File: src/rtl/apb_pkg.sv
// APB master bridge shared definitions.
// Default geometry and the FSM state encoding.
package apb_pkg;

  localparam int ADDR_W_DEF  = 3;
  localparam int DATA_W_DEF  = 16;
  localparam int TIMEOUT_DEF = 16;

  typedef enum logic [1:0] {
    ST_IDLE,
    ST_SETUP,
    ST_ACCESS,
    ST_RESP
  } apb_state_t;

endpackage

File: src/rtl/apb_master_bridge_if.sv
// APB requester/completer signal bundle.
// The master modport drives the bus, the slave modport answers it.
interface apb_interface
  import apb_pkg::*;
#(
  parameter int ADDR_W = ADDR_W_DEF,
  parameter int DATA_W = DATA_W_DEF
);

  logic [ADDR_W-1:0] paddr;
  logic              psel;
  logic              penable;
  logic              pwrite;
  logic [DATA_W-1:0] pwdata;
  logic              pready;
  logic [DATA_W-1:0] prdata;

  modport master (
    output paddr,
    output psel,
    output penable,
    output pwrite,
    output pwdata,
    input  pready,
    input  prdata
  );

  modport slave (
    input  paddr,
    input  psel,
    input  penable,
    input  pwrite,
    input  pwdata,
    output pready,
    output prdata
  );

endinterface

File: src/rtl/apb_master_bridge.sv
// Command/response to APB master bridge.
// One transfer in flight; ACCESS is bounded by a wait-cycle timeout.
module apb_master_bridge
  import apb_pkg::*;
#(
  parameter int ADDR_W  = ADDR_W_DEF,
  parameter int DATA_W  = DATA_W_DEF,
  parameter int TIMEOUT = TIMEOUT_DEF
) (
  input  logic              pclk,
  input  logic              preset,
  input  logic              cmd_valid,
  output logic              cmd_ready,
  input  logic              cmd_write,
  input  logic [ADDR_W-1:0] cmd_addr,
  input  logic [DATA_W-1:0] cmd_wdata,
  output logic              rsp_valid,
  input  logic              rsp_ready,
  output logic [DATA_W-1:0] rsp_rdata,
  output logic              rsp_err,
  apb_interface.master      apb
);

  apb_state_t        state;
  apb_state_t        state_nxt;
  logic [7:0]        wait_cnt;
  logic [ADDR_W-1:0] addr_q;
  logic              write_q;
  logic [DATA_W-1:0] wdata_q;
  logic              accept;
  logic              timeout_hit;
  logic              acc_done;

  assign accept      = cmd_valid && cmd_ready;
  assign timeout_hit = (wait_cnt == 8'(TIMEOUT - 1));
  assign acc_done    = (state == ST_ACCESS) &&
                       (apb.pready || timeout_hit);

  assign apb.paddr  = addr_q;
  assign apb.pwrite = write_q;
  assign apb.pwdata = wdata_q;

  // State register
  always_ff @(posedge pclk) begin
    if (preset) state <= ST_IDLE;
    else        state <= state_nxt;
  end

  // Next-state logic; pready wins over an expiring timeout
  always_comb begin
    state_nxt = state;
    unique case (state)
      ST_IDLE:   if (accept)    state_nxt = ST_SETUP;
      ST_SETUP:                 state_nxt = ST_ACCESS;
      ST_ACCESS: if (acc_done)  state_nxt = ST_RESP;
      ST_RESP:   if (rsp_ready) state_nxt = ST_IDLE;
      default:                  state_nxt = ST_IDLE;
    endcase
  end

  // Handshake and bus-phase outputs decoded from state
  always_comb begin
    cmd_ready   = 1'b0;
    apb.psel    = 1'b0;
    apb.penable = 1'b0;
    rsp_valid   = 1'b0;
    unique case (1'b1)
      state == ST_IDLE:   cmd_ready = !preset;
      state == ST_SETUP:  apb.psel = 1'b1;
      state == ST_ACCESS: begin
        apb.psel    = 1'b1;
        apb.penable = 1'b1;
      end
      state == ST_RESP:   rsp_valid = 1'b1;
      default: ;
    endcase
  end

  // Wait counter: cleared on SETUP entry, counts stalled ACCESS cycles
  always_ff @(posedge pclk) begin
    if (preset)
      wait_cnt <= '0;
    else if (accept)
      wait_cnt <= '0;
    else if (state == ST_ACCESS && !apb.pready)
      wait_cnt <= wait_cnt + 8'd1;
  end

  // Command latch; bus fields hold their values until the next accept
  always_ff @(posedge pclk) begin
    if (preset) begin
      addr_q  <= '0;
      write_q <= 1'b0;
      wdata_q <= '0;
    end else if (accept) begin
      addr_q  <= cmd_addr;
      write_q <= cmd_write;
      wdata_q <= cmd_wdata;
    end
  end

  // Response capture at the end of ACCESS; held through RESP
  always_ff @(posedge pclk) begin
    if (preset) begin
      rsp_rdata <= '0;
      rsp_err   <= 1'b0;
    end else if (acc_done) begin
      rsp_err   <= !apb.pready;
      rsp_rdata <= (apb.pready && !write_q) ? apb.prdata : '0;
    end
  end

endmodule

File: src/flat_wrapper.sv
// flat-port wrapper written by rule: the top's interface ports become plain ports
module apb_master_bridge_flat import apb_pkg::*;
#(
  parameter int ADDR_W  = ADDR_W_DEF,
  parameter int DATA_W  = DATA_W_DEF,
  parameter int TIMEOUT = TIMEOUT_DEF
)
  (pclk, preset, cmd_valid, cmd_ready, cmd_write, cmd_addr, cmd_wdata, rsp_valid, rsp_ready, rsp_rdata, rsp_err, apb_paddr, apb_psel, apb_penable, apb_pwrite, apb_pwdata, apb_pready, apb_prdata);
  apb_interface #(.ADDR_W(ADDR_W), .DATA_W(DATA_W)) apb_i ();
  input  logic pclk;
  input  logic preset;
  input  logic cmd_valid;
  output logic cmd_ready;
  input  logic cmd_write;
  input  logic [ADDR_W-1:0] cmd_addr;
  input  logic [DATA_W-1:0] cmd_wdata;
  output logic rsp_valid;
  input  logic rsp_ready;
  output logic [DATA_W-1:0] rsp_rdata;
  output logic rsp_err;
  output wire logic [$bits(apb_i.paddr)-1:0] apb_paddr;
  output wire logic [$bits(apb_i.psel)-1:0] apb_psel;
  output wire logic [$bits(apb_i.penable)-1:0] apb_penable;
  output wire logic [$bits(apb_i.pwrite)-1:0] apb_pwrite;
  output wire logic [$bits(apb_i.pwdata)-1:0] apb_pwdata;
  input wire logic [$bits(apb_i.pready)-1:0] apb_pready;
  input wire logic [$bits(apb_i.prdata)-1:0] apb_prdata;
  assign apb_paddr = apb_i.paddr;
  assign apb_psel = apb_i.psel;
  assign apb_penable = apb_i.penable;
  assign apb_pwrite = apb_i.pwrite;
  assign apb_pwdata = apb_i.pwdata;
  assign apb_i.pready = apb_pready;
  assign apb_i.prdata = apb_prdata;
  apb_master_bridge #(.ADDR_W(ADDR_W), .DATA_W(DATA_W), .TIMEOUT(TIMEOUT)) u_core (.pclk(pclk), .preset(preset), .cmd_valid(cmd_valid), .cmd_ready(cmd_ready), .cmd_write(cmd_write), .cmd_addr(cmd_addr), .cmd_wdata(cmd_wdata), .rsp_valid(rsp_valid), .rsp_ready(rsp_ready), .rsp_rdata(rsp_rdata), .rsp_err(rsp_err), .apb(apb_i));
endmodule
File: config.mk
export PLATFORM = sky130hd
export DESIGN_NAME = apb_master_bridge_flat
export DESIGN_NICKNAME = d
export VERILOG_FILES = /design/src/rtl/apb_pkg.sv /design/src/rtl/apb_master_bridge_if.sv /design/src/rtl/apb_master_bridge.sv /design/src/flat_wrapper.sv
export SDC_FILE = /design/constraint.sdc
export NUM_CORES = 1
export LEC_CHECK = 0
export ABC_CLOCK_PERIOD_IN_PS = 2700
export BUFFER_PORTS_ARGS = -buffer_cell sky130_fd_sc_hd__buf_2
export CAP_MARGIN = 20
export CORE_MARGIN = 2
export CORE_UTILIZATION = 37
export CTS_CLUSTER_DIAMETER = 120
export DETAILED_ROUTE_END_ITERATION = 8
export GPL_TIMING_DRIVEN = 0
export PLACE_DENSITY = 0.66
export REMOVE_ABC_BUFFERS = 1
export SYNTH_ARGS = -nofsm -noshare
export SYNTH_HDL_FRONTEND = slang
export SYNTH_SLANG_ARGS = --single-unit
export TNS_END_PERCENT = 30
File: constraint.sdc
create_clock -name pclk -period 2.7 [get_ports pclk]
set_clock_uncertainty 0.15 [all_clocks]
set_input_delay 0.27 -clock pclk [delete_from_list [all_inputs] [get_ports pclk]]
set_output_delay 0.27 -clock pclk [all_outputs]
set_load 0.01 [all_outputs]
# --- After elaboration in Yosys (flattened, before gate mapping) ---
# Index checks and enable logic that the tools add are counted.
totals:
  regBits: 47
  latch_bits: 0
  ramBits: 0
  rom_bits: 0
  in_bits: 41
  out_inout_bits: 41
  word_cells: 36
  n_memories: 0
op_classes:
  n_addsub: 1
  mul: 0
  div: 0
  order_cmp: 0
  eq_ne: 7
  shifts: 0
  n_mux: 9
  bitwise_logic: 0
  n_reduce_logical: 12
op_table:
  columns: ["operator", "n"]
  rows:
  - ["16-bit 2-to-1 mux", 1]
  - ["8-bit by 1-bit adder with 8-bit output, second input constant", 1]
  - ["8-bit by 4-bit equality test with 1-bit output, second input constant", 1]
  - ["2-bit case mux with 4 select lines", 1]
  - ["2-bit 2-to-1 mux", 3]
  - ["2-bit equality test, second input constant", 2]
  - ["1-bit logical AND", 4]
  - ["1-bit 2-to-1 mux", 4]
  - ["2-bit by 1-bit inequality test with 1-bit output, second input constant", 2]
  - ["2-bit OR reduction", 2]
  - ["1-bit zero test", 3]
  - ["3-bit AND reduction", 1]
  - ["2-bit by 1-bit equality test with 1-bit output, second input constant", 1]
  - ["2-bit zero test", 1]
  - ["2-bit inequality test, second input constant", 1]
  - ["1-bit logical OR", 1]

# --- Depth between registers and ports, before layout ---
depth:
  depth_word: 5
  mapped_depth: 8

# --- Least setup slack after synthesis ---
# OpenSTA, ideal clock, no wires.
synth_path:
  path_type: "register to register"
  startpoint: "reg u_core.state[0]"
  endpoint: "reg u_core.wait_cnt[7]"
  arrival_ps: 1550
  slack_ps: 885
  stages_incl_launch_ff: 8
  synth_period_minus_slack_ps: 1815
  cell_sequence: "dfxtp_1 > inv_1 > ha_1 > buf_2 > and4b_1 > or3b_1 > xor2_1 > nor2_1"
synth_between:
  elab_chain_len: 4
  word_cells_on_any_way: 6
  cone_classes: "eq/ne (1); mux (1); reduce/logical (4)"
synth_lines:
  columns: ["item", "line_no", "rtl"]
  rows:
  - ["start: declaration", "apb_master_bridge.sv:24", "apb_state_t state;"]
  - ["start signal: assignment", "apb_master_bridge.sv:46", "else state <= state_nxt;"]
  - ["2-bit zero test", "apb_master_bridge.sv:68", "state == ST_IDLE: cmd_ready = !preset;"]
  - ["1-bit 2-to-1 mux", "apb_master_bridge.sv:67", "unique case (1'b1)"]
  - ["1-bit logical AND", "apb_master_bridge.sv:34", "assign accept = cmd_valid && cmd_ready;"]
  - ["2-bit OR reduction (no source line)", null, null]
  - ["end signal: assignment", "apb_master_bridge.sv:86", "wait_cnt <= wait_cnt + 8'd1;"]
  - ["end: declaration", "apb_master_bridge.sv:26", "logic [7:0] wait_cnt;"]
# Several ways; a longest one is shown, not always the timed one.
# A chain may end at the register's enable or synchronous reset.

# --- Worst setup path after layout ---
layout_path:
  startpoint: "reg u_core.state[1]"
  endpoint: "reg u_core.wait_cnt[1]"
# Same word-level chain as after synthesis.

==> impl_metrics.ini <==
[cts]
cts_buffers = 5
tritoncts = built
cts_buffer_depth = 2
clock_latency_ps = 300
cts-resized-gates = 0
htreeDepth = 2
clk_pin_slew_worst_paths_ps = 90
cts_root_buffer = clkbuf_8
cts_hold_buf = 4
clkSinkCount = 47
post_cts_buffers = 0

[floorplan]
core_region_area_um2 = 5200
die-area_um2 = 6080
die_h_um = 78.0
rows = 26
initial_core_util_pct = 38.9
io_pins = 82
die_x_um = 78.0

[yosys]
synth_ff_type = dfxtp_1
async_flop_share_pct = 0
synth_compound_area_share_pct = 7.54
synthXorXnorAreaFrac_pct = 3.03
yosys.area_share.adder_pct = 3.09
yosys.area_share.simple_pct = 27.4
ys_seq_area_share_pct = 46.5
yosysUniqueCellTypes = 29
synthMuxAreaShare_pct = 8.41
yosysWarningCount = 0
synth.avg_cell_area_um2 = 9.12
synth-edff-count = 0
synth_top_family_by_area = simple AND/OR/NAND/NOR gates
synth_cells = 222
ys_seq_elements = 47
netlist_area_um2 = 2020

[global_route]
gr-total-overflow = 0
grt_pass1_wl_um = 7040
antenna_found_initial = 0
grt_start_max_net_pins = 45
track_usage_pct = 14.5
grt_pass1_vias = 1638

[routing]
drtPass1Iterations = 4
antenna_left = 0
vias = 1672
avgRoutedWirePerCell_um = 11.3
drtIter0Drc = 44
top_layer = met4
detail_route.drc_violations = 0
drt_wl_total_um = 4200
wl_met2_um = 2020
viasPerCell = 4.49
met1_length_um = 1920
route.met3.wl_um = 199

[worst_hold_path]
hp-class = in2reg
min_path_cells = 3
min_from = cmd_wdata[9]
whs_endpoint = u_core.apb.pwdata[9]$_SDFFE_PP0P_

[placement]
post-dp-hpwl_um = 2850
dp_slack_ps = 520
placedCellCount = 360
port_buffers = 81
place_congestion = 0.720

[timing]
fin_crit_ps = 2010
relSlewSlack_pct = 33.7
rsz0062_at_grt = no
worst_pin_slew_ps = 990
setup_violations = 0
final.period_utilization_pct = 74.3
hold_violations = 0
setup_ws_ps = 694
fmax_ghz = 0.499
slew_violations = 0
fin_setup_tns_ps = 0

[run_status]
status = finished clean

[pwr]
post-layout-total-power_mw = 1.82
power_leakage_nw = 1.26
ir_worst_vdd_uv = 378
power_density_nw_per_um2 = 697

[worst_setup_path]
setup.worst_path.class = reg2reg
r2r-start = u_core.state[1]$_SDFFE_PP0P_
worst_path_max_delay_cell = dfxtp_1
rrSetupSlack_ps = 690
arrival_ps = 2090
critPathRequiredTime_ps = 2780
cpPeakStageDelay_ps = 380
setup.worst_path.start_class = flop
crit_path_cell_trace = inv_1 -> ha_1 -> nor2b_1 -> and2_1 -> buf_16 -> or2_2 -> a21oi_1
critPathCaptureType = flop
ff2ff_path_depth = 7
path_max_fanout = 33
rr_endpoint = u_core.wait_cnt[1]$_SDFFE_PP0P_

[cells_and_area]
fill_cells = 485
multiInputGateArea_um2 = 1000
antennaDiodeCount = 0
area.growth.synth_to_final_pct = 28.9
drive_gt1_share_pct = 31.1
nets = 347
fin_cells = 372
regArea_um2 = 941

[run]
maxCapViolCount = 0
layout make-up:
cell class / count / area share, %
multi-input cells: 158 / 38.4
flip-flops and latches: 47 / 36.0
repair buffers: 86 / 18.1
well taps: 70 / 3.36
clock buffers: 7 / 3.31
inverters: 3 / 0.431
clock inverters: 1 / 0.336
where the power goes:
part,leakage (nW),internal [mW],switching [mW]
Clock,0.0484,0.210,0.237
Combinational,0.826,0.240,0.288
Sequential,0.383,0.791,0.0533
Total,1.26,1.24,0.578
per-stage QoR:
stage                     hold slack (ps)  utilization [%]  cell area, um2
after floorplan                       198                -            1950
after global placement                306             47.0            2450
after detailed placement              311             47.5            2470
after CTS                           0.557             50.1            2610
after global routing                 3.19             50.1            2610
final                                10.8             50.1            2610
cells in the mapped netlist, drive strengths merged (2+ instances only):
library cell,number,area [um2]
dfxtp,47,941
nand2b,40,250
nand2,39,146
o21ai,22,121
mux2i,17,170
nor2,9,33.8
buf,7,43.8
clkbuf,7,26.3
ha,5,62.6
xor2,5,43.8
a21oi,3,15.0
inv,3,11.3
nand4,3,18.8
nor2b,3,18.8
xnor2,2,17.5
critical path: cells and delay by family, from the launching register on:
| kind | cells | cell delay (ps) |
|---|---|---|
| and+or+nand+nor | 3 | 790 |
| DFF | 1 | 380 |
| buffers and inverters | 2 | 300 |
| adders and majority gates | 1 | 190 |
| AOI/OAI and AO/OA | 1 | 130 |
flip-flops by register name, indices dropped and copies added (netlist names):
register	cells
u_core.apb.pwrite	1
u_core.wait_cnt	8
u_core.state	2
u_core.apb.paddr	3
u_core.rsp_rdata	16
u_core.apb.pwdata	16
u_core.rsp_err	1
cells in the final DEF, fill, tap and decap left out, drive strengths merged, types with 2 or more instances in the layout:
cell type	instances
nor2b	3
dfxtp	47
ha	5
nand2b	40
nand2	39
mux2i	17
buf	82
nand4	3
xnor2	2
xor2	5
inv	3
dlygate4sd3	4
nor2	9
a21oi	3
o21ai	22
clkbuf	7
logic make-up after synthesis:
group / count (synthesis)
AO/OA/AOI/OAI: 27
adder cells (fa/ha/maj): 5
flip-flops: 47
AND/OR/NAND/NOR: 102
buffers and inverters: 17
XOR/XNOR: 7
multiplexers: 17
worst max-delay path by stage:
stage,from,endpoint,cells past startpoint
finish,u_core.state[1]$_SDFFE_PP0P_,u_core.wait_cnt[1]$_SDFFE_PP0P_,7
floorplan,u_core.state[0]$_SDFFE_PP0P_,u_core.wait_cnt[0]$_SDFFE_PP0P_,6
CTS,u_core.state[1]$_SDFFE_PP0P_,u_core.wait_cnt[1]$_SDFFE_PP0P_,7
global placement,preset,u_core.wait_cnt[7]$_SDFFE_PP0P_,5
global route,u_core.state[1]$_SDFFE_PP0P_,u_core.wait_cnt[0]$_SDFFE_PP0P_,7
detailed placement,preset,u_core.wait_cnt[1]$_SDFFE_PP0P_,6
metal layers:
layer	GRT usage (%)	vias up
li1	-	876
met1	16.4	744
met5	0	-
met4	5.79	0
met2	25.8	43
met3	3.72	9
Note: power is estimated with default switching activity, not from simulation.
